**src/rtl/serial_adder_defs.vh**
```
// Shared state encodings for the serial adder controller.
// Included by serial_adder_ctrl_pkg so the FSM enum and any other user agree
// on one set of codes.
`ifndef SERIAL_ADDER_DEFS_VH
`define SERIAL_ADDER_DEFS_VH

`define SA_ST_IDLE 2'd0
`define SA_ST_P1   2'd1
`define SA_ST_P2   2'd2
`define SA_ST_DONE 2'd3

`endif

```
**src/rtl/serial_adder_ctrl_pkg.sv**
```systemverilog
// serial_adder_ctrl_pkg
// Types shared by the serial adder controller: the FSM state enum, built from
// the encodings in serial_adder_defs.vh.
package serial_adder_ctrl_pkg;

`include "serial_adder_defs.vh"

  typedef enum logic [1:0] {
    ST_IDLE = `SA_ST_IDLE,
    ST_P1   = `SA_ST_P1,
    ST_P2   = `SA_ST_P2,
    ST_DONE = `SA_ST_DONE
  } state_t;

endpackage

```
**src/rtl/serial_adder_ctrl_half_adder_cell.sv**
```systemverilog
// half_adder_cell
// Single-bit half adder, shared by both passes of every bit in the serial
// adder.
//   x, y : operand bits
//   s    : x ^ y
//   c    : x & y
module half_adder_cell (
  input  logic x,
  input  logic y,
  output logic s,
  output logic c
);

  assign s = x ^ y;
  assign c = x & y;

endmodule

```
**src/rtl/serial_adder_ctrl.sv**
```systemverilog
// serial_adder_ctrl
// Bit-serial unsigned adder, LSB first. Each bit takes two passes through one
// shared half adder: P1 forms propagate/generate from the operand bits, P2
// folds in the running carry and writes the sum bit.
//
// Ports:
//   clk, rst_n : clock, asynchronous active-low reset
//   start      : begin an addition (accepted only in IDLE)
//   a, b       : WIDTH-bit unsigned operands, latched on accept
//   busy       : high in every state except IDLE
//   done       : one-cycle pulse, sum/cout (and ovf) valid
//   sum, cout  : registered result and carry out of the MSB
//   ovf        : signed overflow, present only with SERIAL_ADDER_OVF_EN
//
// Build option: define SERIAL_ADDER_OVF_EN to add the ovf output.
//
// state   | meaning
// IDLE    | waiting for start
// P1      | half adder on a[i], b[i] -> p, g1
// P2      | half adder on p, carry -> sum[i]; carry = g1 | g2
// DONE    | done pulse, then back to IDLE
module serial_adder_ctrl
  import serial_adder_ctrl_pkg::*;
#(
  parameter int WIDTH = 8
) (
  input  logic             clk,
  input  logic             rst_n,
  input  logic             start,
  input  logic [WIDTH-1:0] a,
  input  logic [WIDTH-1:0] b,
  output logic             busy,
  output logic             done,
`ifdef SERIAL_ADDER_OVF_EN
  output logic             ovf,
`endif
  output logic [WIDTH-1:0] sum,
  output logic             cout
);

  localparam int IW = (WIDTH > 1) ? $clog2(WIDTH) : 1;
  localparam logic [IW-1:0] LAST_IDX = IW'(WIDTH - 1);

  state_t           state;
  logic [WIDTH-1:0] a_q;
  logic [WIDTH-1:0] b_q;
  logic [IW-1:0]    idx;
  logic             carry;
  logic             p_q;
  logic             g1_q;

  logic ha_x;
  logic ha_y;
  logic ha_s;
  logic ha_c;
  logic carry_nxt;

  // P2 reuses the cell on (p, carry); every other state presents the
  // current operand bits, which is what P1 consumes.
  always_comb begin
    ha_x = a_q[idx];
    ha_y = b_q[idx];
    if (state == ST_P2) begin
      ha_x = p_q;
      ha_y = carry;
    end
  end

  assign carry_nxt = g1_q | ha_c;

  half_adder_cell u_ha (
    .x (ha_x),
    .y (ha_y),
    .s (ha_s),
    .c (ha_c)
  );

  always_ff @(posedge clk or negedge rst_n) begin
    if (!rst_n) begin
      state <= ST_IDLE;
      busy  <= 1'b0;
      done  <= 1'b0;
      sum   <= '0;
      cout  <= 1'b0;
      carry <= 1'b0;
      idx   <= '0;
      a_q   <= '0;
      b_q   <= '0;
      p_q   <= 1'b0;
      g1_q  <= 1'b0;
`ifdef SERIAL_ADDER_OVF_EN
      ovf   <= 1'b0;
`endif
    end else begin
      done <= 1'b0;
      case (state)
        ST_IDLE: begin
          if (start) begin
            a_q   <= a;
            b_q   <= b;
            carry <= 1'b0;
            idx   <= '0;
            busy  <= 1'b1;
            state <= ST_P1;
          end
        end
        ST_P1: begin
          p_q   <= ha_s;
          g1_q  <= ha_c;
          state <= ST_P2;
        end
        ST_P2: begin
          sum[idx] <= ha_s;
          carry    <= carry_nxt;
          if (idx == LAST_IDX) begin
            // Results are registered on the way into DONE so they are
            // already valid while done is high.
            cout  <= carry_nxt;
`ifdef SERIAL_ADDER_OVF_EN
            // carry still holds the carry into the MSB here
            ovf   <= carry ^ carry_nxt;
`endif
            done  <= 1'b1;
            state <= ST_DONE;
          end else begin
            idx   <= idx + 1'b1;
            state <= ST_P1;
          end
        end
        ST_DONE: begin
          busy  <= 1'b0;
          state <= ST_IDLE;
        end
        default: begin
          busy  <= 1'b0;
          state <= ST_IDLE;
        end
      endcase
    end
  end

endmodule

```
**config.mk**
```make
export PLATFORM = sky130hd
export DESIGN_NAME = serial_adder_ctrl
export DESIGN_NICKNAME = d
export VERILOG_FILES = /design/src/rtl/serial_adder_ctrl_pkg.sv /design/src/rtl/serial_adder_ctrl_half_adder_cell.sv /design/src/rtl/serial_adder_ctrl.sv
export VERILOG_INCLUDE_DIRS = /design/src /design/src/rtl
export SDC_FILE = /design/constraint.sdc
export NUM_CORES = 1
export LEC_CHECK = 0
export ABC_AREA = 1
export BUFFER_PORTS_ARGS = -buffer_cell sky130_fd_sc_hd__buf_2
export CAP_MARGIN = 5
export CORE_MARGIN = 4
export CORE_UTILIZATION = 54
export CTS_BUF_LIST = sky130_fd_sc_hd__clkbuf_16
export DETAILED_ROUTE_END_ITERATION = 12
export PLACE_DENSITY = 0.88
export SKIP_CTS_REPAIR_TIMING = 1
export SLEW_MARGIN = 5
export SYNTH_ARGS = -nofsm -noshare
export SYNTH_HDL_FRONTEND = slang
export SYNTH_SLANG_ARGS = --single-unit
```
**constraint.sdc**
```tcl
create_clock -name clk -period 2.1 [get_ports clk]
set_clock_uncertainty 0.2 [all_clocks]
set_input_delay 0.105 -clock clk [delete_from_list [all_inputs] [get_ports clk]]
set_output_delay 0.105 -clock clk [all_outputs]
set_load 0.03 [all_outputs]
```
* Word-level counts from Yosys, hierarchy flattened
Cells that the tools add are included.
** Word-level totals
- Logic and storage cells :: 53
- Bits in registers :: 35
- Input port bits :: 19
** Cells by class
- Add/sub/neg operators :: 1
- Bitwise operators :: 3
- Magnitude comparators :: 2
- Muxes and demuxes :: 21
- Equality and inequality tests :: 6
- Reduce and logical (&&, ||, !) cells :: 9
** Operators by type and width (count)
- two-way mux 1 bit :: 9
- bitwise mux 8 bit :: 1
- one-hot mux 2 bit (4 select lines) :: 1
- AND reduction 2 bit :: 4
- binary-select mux 1 bit (select 3 bit) :: 2
- two-way mux 3 bit :: 2
- one-hot mux 3 bit (2 select lines) :: 1
- equality test 2 bit, second input constant :: 2
- less-than comparator 3 x 4 -> 1 bit, second input constant :: 1
- two-way mux 2 bit :: 2
- != test 2 bit, second input constant :: 2
- one-hot mux 1 bit (2 select lines) :: 2
- nonzero test 2 bit :: 2
- adder 3 x 1 -> 3 bit, second input constant :: 1
- demux 1 bit (select 3 bit) :: 1
- equality test 3 bit, second input constant :: 1
- >= comparator 3 x 1 -> 1 bit, second input constant :: 1
- AND reduction 3 bit :: 1
- equality test 2 x 1 -> 1 bit, second input constant :: 1
- logical NOT 2 bit :: 1
- bitwise AND 1 bit :: 1
- logical AND 1 bit :: 1
- OR 1 bit :: 1
- XOR 1 bit :: 1

* Depth between registers and ports, before layout
- Depth in word-level cells :: 6
- Depth in mapped cells :: 10

* Cells and area by module
A second synthesis with hierarchy kept.
** Unflattened totals
- Cells, all modules :: 190
- Area, all modules :: 1739.2 um^2
** By module, submodules not included
- serial_adder_ctrl :: seq. area each 875.8 um^2, times used 1, cells an instance 189, area an instance 1726.7 um^2
- half_adder_cell :: seq. area each 0.0 um^2, times used 1, cells an instance 1, area an instance 12.5 um^2

* Worst setup path after synthesis
OpenSTA, ideal clock, no wires.
- Path type :: reg2reg
- Start :: register idx[0]
- End :: register p_q
- Path slack :: 311 ps
- Library setup time :: 128 ps
- Path buffers :: 1
- Stages on the path, launching flop included :: 9
- Clock period less this slack :: 1789 ps
- Data arrival time :: 1461 ps
- Path through :: dfrtp_1 buf_4 o211ai_1 nand2_1 nor2_1 nor2_1 ha_1 inv_1 o21ai_0
** On the way
- Longest elaborated chain between the ends :: 4
** Ends and longest elaborated chain
- start: declaration :: line serial_adder_ctrl.sv:47 : logic [IW-1:0] idx;
- start signal: assignment :: line serial_adder_ctrl.sv:126 : idx <= idx + 1'b1;
- binary-select mux 1 bit (select 3 bit), on equally long branches :: line serial_adder_ctrl.sv:61, serial_adder_ctrl.sv:62
- two-way mux 1 bit, on equally long branches :: line serial_adder_ctrl.sv:61, serial_adder_ctrl.sv:62
- two-way mux 1 bit :: line serial_adder_ctrl.sv:63 : if (state == ST_P2) begin
- XOR 1 bit (*) :: line serial_adder_ctrl_half_adder_cell.sv:14 : assign s = x ^ y;
- net ha_s :: line serial_adder_ctrl.sv:54 : logic ha_s;
- end signal: assignment :: line serial_adder_ctrl.sv:108 : p_q <= ha_s;
- end: declaration :: line serial_adder_ctrl.sv:49 : logic p_q;
Mark *: on every way through the listed nets, which the timed path passes. The rest lies on a longest branch. The select of a mux whose other input is x is not followed.
A chain may end at the register's enable or synchronous reset.

* Final worst setup path
- Start :: register idx[0]
- End :: register sum[0]
** On the way
- Longest elaborated chain between the ends :: 5
** Ends and longest elaborated chain
- binary-select mux 1 bit (select 3 bit), on equally long branches :: line serial_adder_ctrl.sv:61, serial_adder_ctrl.sv:62
- two-way mux 1 bit, on equally long branches :: line serial_adder_ctrl.sv:61, serial_adder_ctrl.sv:62
- two-way mux 1 bit :: line serial_adder_ctrl.sv:63
- XOR 1 bit (*) :: line serial_adder_ctrl_half_adder_cell.sv:14
- net ha_s :: line serial_adder_ctrl.sv:54
- bitwise mux 8 bit (*) :: line serial_adder_ctrl.sv:113 : sum[idx] <= ha_s;
- end signal: indexed assignment :: line serial_adder_ctrl.sv:113
- end: declaration :: line serial_adder_ctrl.sv:37 : output logic [WIDTH-1:0] sum,
Marked as above.

==> metrics.cfg <==
[floorplan]
start_util=0.577
fp.dieH_microns=63.0
design.die.area_sq_um=3960
die_w_microns=63.0
num_rows=19
ios=30
core_area_sq_um=2830

[logic_synthesis]
synth_edf_count=0
netlist.area_leader.share=0.537
ys_warn_count=0
synth_seq_area_share=0.537
synthesis.nets=214
netlist_instances=192
syn_avg_cell_area_sq_um=8.50
synth_fa_ha_area_frac=0.0230
synth.most_common_cell=nand2_1
netlist_top_cells_area=dfrtp_1 54%, nand2_1 16%, o21ai_0 5.5%
synth_common_cells=69 x nand2_1, 35 x dfrtp_1, 18 x o21ai_0, 17 x inv_1
yosys_most_used_dff=dfrtp_1
synthSimpleGateAreaFrac=0.270
synth_compound_area_frac=0.0897
synth-xor-area-share=0
synth_area_sq_um=1630
synthArstFlopShare=1.00
synth.distinct_cells=20
synth_top_family_by_area=simple AND/OR/NAND/NOR gates
muxShareOfSynthArea=0.00690
ys_seq_elements=35
yosysTopAreaCell=dfrtp_1

[clock_network]
cts.sinks=35
cts_root_buf=clkbuf_16
cts_buffers=5
cts_tree=done
cts_buffer_depth=2
cts-htree-levels=2
clock_latency_ns=0.28
clk_pin_slew_ns=0.05

[grt]
antenna_found_initial=0
grt_pass1_wl_microns=5330
grt_pass1_vias=1211
grt-ovfl-total=0
grt.total_usage=0.172
grt_max_degree=36

[cells_and_area]
finalCoreUtilization=0.752
finalNetCount=266
antennaDiodeCount=0
final_layout_size_suffix_gt1_frac=0.233
areaGrowthSynthToFinish_pct=30.4

[drt]
vias=1394
wl_met1_microns=1580
routed_wl_microns=3420
viasPerCell=5.05
top_layer_used=met4
drc_errors=0
first_iter_violations=53
routed-wl-met3_microns=129
dr.pass1.iters=5
drt.antenna.violating_nets=0
wl_met2_microns=1660
routedWlPerCell_microns=12.4

[placed_design]
dp_hpwl_microns=2280
portBuffers=29
gp_congestion=0.914
place_ws_ns=0.130

[power]
leakagePower_nw=1.11
ir_drop_uv=968
powerDensity_nw_per_um2=1390

[critical_path]
r2r_setup_slack_ns=0.18
reg2regPathDepth=10
r2r-start=idx[0]
cp.required_ns=2.05
crit_fanout=12
worstSetupStartpointType=register
cp-end-kind=register
arrival_ns=1.87
rr_endpoint=sum[0]
crit_type=register to register

[run_status]
status=complete, no violations

[sta]
final-hold-violation-count=0
fmax_mhz=521
layout_min_cycle_time_ns=1.92
worst_slack_ns=0.180
final_max_slew_viol_count=0
setup_viol=0
period_share=0.914
maxSlewHeadroom=0.493
worst_pin_slew_ns=0.761

[min_path]
min_path_type=input port to asynchronous set/reset pin

[flow_run]
maxCapViolations=0

==> through the flow <==
step | TNS, ns | total power, W | area [sq um] | hold WS [ns] | instances
floorplan | 0 | 0.00196 | 1630 | -0.391 | 192
global placement | 0 | 0.00222 | 1810 | 0.00177 | 250
detailed placement | 0 | 0.00226 | 1810 | 0.0150 | 250
CTS | 0 | 0.00296 | 1950 | -0.278 | 258
global route | -0.000393 | 0.00320 | 2130 | 0.310 | 276
finish | 0 | 0.00297 | 2130 | 0.237 | 276
==> cells by family (layout without fill, tap and decap cells) <==
kind of cell	count (synthesis)	count (layout)
AOI/OAI and AO/OA	28	28
adders and majority gates	3	3
buffers and inverters	26	79
DFF	35	35
muxes	1	1
and+or+nand+nor	99	99
==> state kept, by name (all words and copies together), names as in the netlist <==
signal / cells
a_q: 8
b_q: 8
sum: 8
idx: 3
state: 2
busy: 1
carry: 1
cout: 1
done: 1
g1_q: 1
p_q: 1
==> layout by cell type, fill, tap and decap left out <==
master	Yosys	routed
o21ai_1	7	7
buf_2	0	29
a21oi_2	1	1
nand3_2	1	1
a21oi_1	1	1
buf_12	0	1
mux2_2	1	1
nor2_1	10	9
o211ai_1	1	1
inv_2	5	5
dfrtp_1	35	35
nor3_2	2	2
clkbuf_16	0	5
nor2_4	2	2
dlygate4sd3_1	0	18
nor2_2	3	4
nand2_1	69	69
o21ai_0	18	18
inv_1	17	17
buf_4	2	1
ha_1	3	3
nand3_1	10	10
clkinv_2	0	3
nand2_4	2	2
==> per-layer routing <==
metal / global-route usage / vias up
li1: - / 708
met1: 0.211 / 648
met2: 0.277 / 30
met3: 0.0594 / 8
met4: 0.0661 / 0
met5: 0 / -
==> final cells by class <==
cell class / instances / area, sq um
sequential: 35 / 876
fill: 186 / 701
multi-input combinational: 131 / 638
timing repair buffer: 49 / 353
clock buffer: 5 / 125
inverter: 22 / 82.6
tap: 31 / 38.8
clock inverter: 3 / 15.0
==> worst max-delay path, stage by stage (launching register included) <==
cell	delay, ns
dfrtp_1	0.43
buf_12	0.17
nand2_1	0.06
nand2_1	0.06
nand2_1	0.07
nand3_1	0.07
nor2_1	0.09
nor2_1	0.05
ha_1	0.32
inv_1	0.16
o21ai_0	0.12
==> where the power goes <==
group	internal (W)	leakage, nW	switching [W]
combinational	0.000416	0.591	0.000780
sequential	0.000935	0.443	0.000149
clock	0.000431	0.0733	0.000256
==> worst max-delay path by stage <==
stage                       from     end  slack, ns  depth (start not counted)
after floorplan           idx[0]     p_q       0.31                          8
after global placement    idx[1]  sum[4]       0.19                          8
after detailed placement  idx[1]  sum[6]       0.13                          8
after CTS                 idx[1]  sum[6]       0.11                          8
after global routing      idx[0]  sum[0]    -0.0004                         10
final                     idx[0]  sum[0]       0.18                         10
Note: power is estimated with default switching activity, not from simulation.
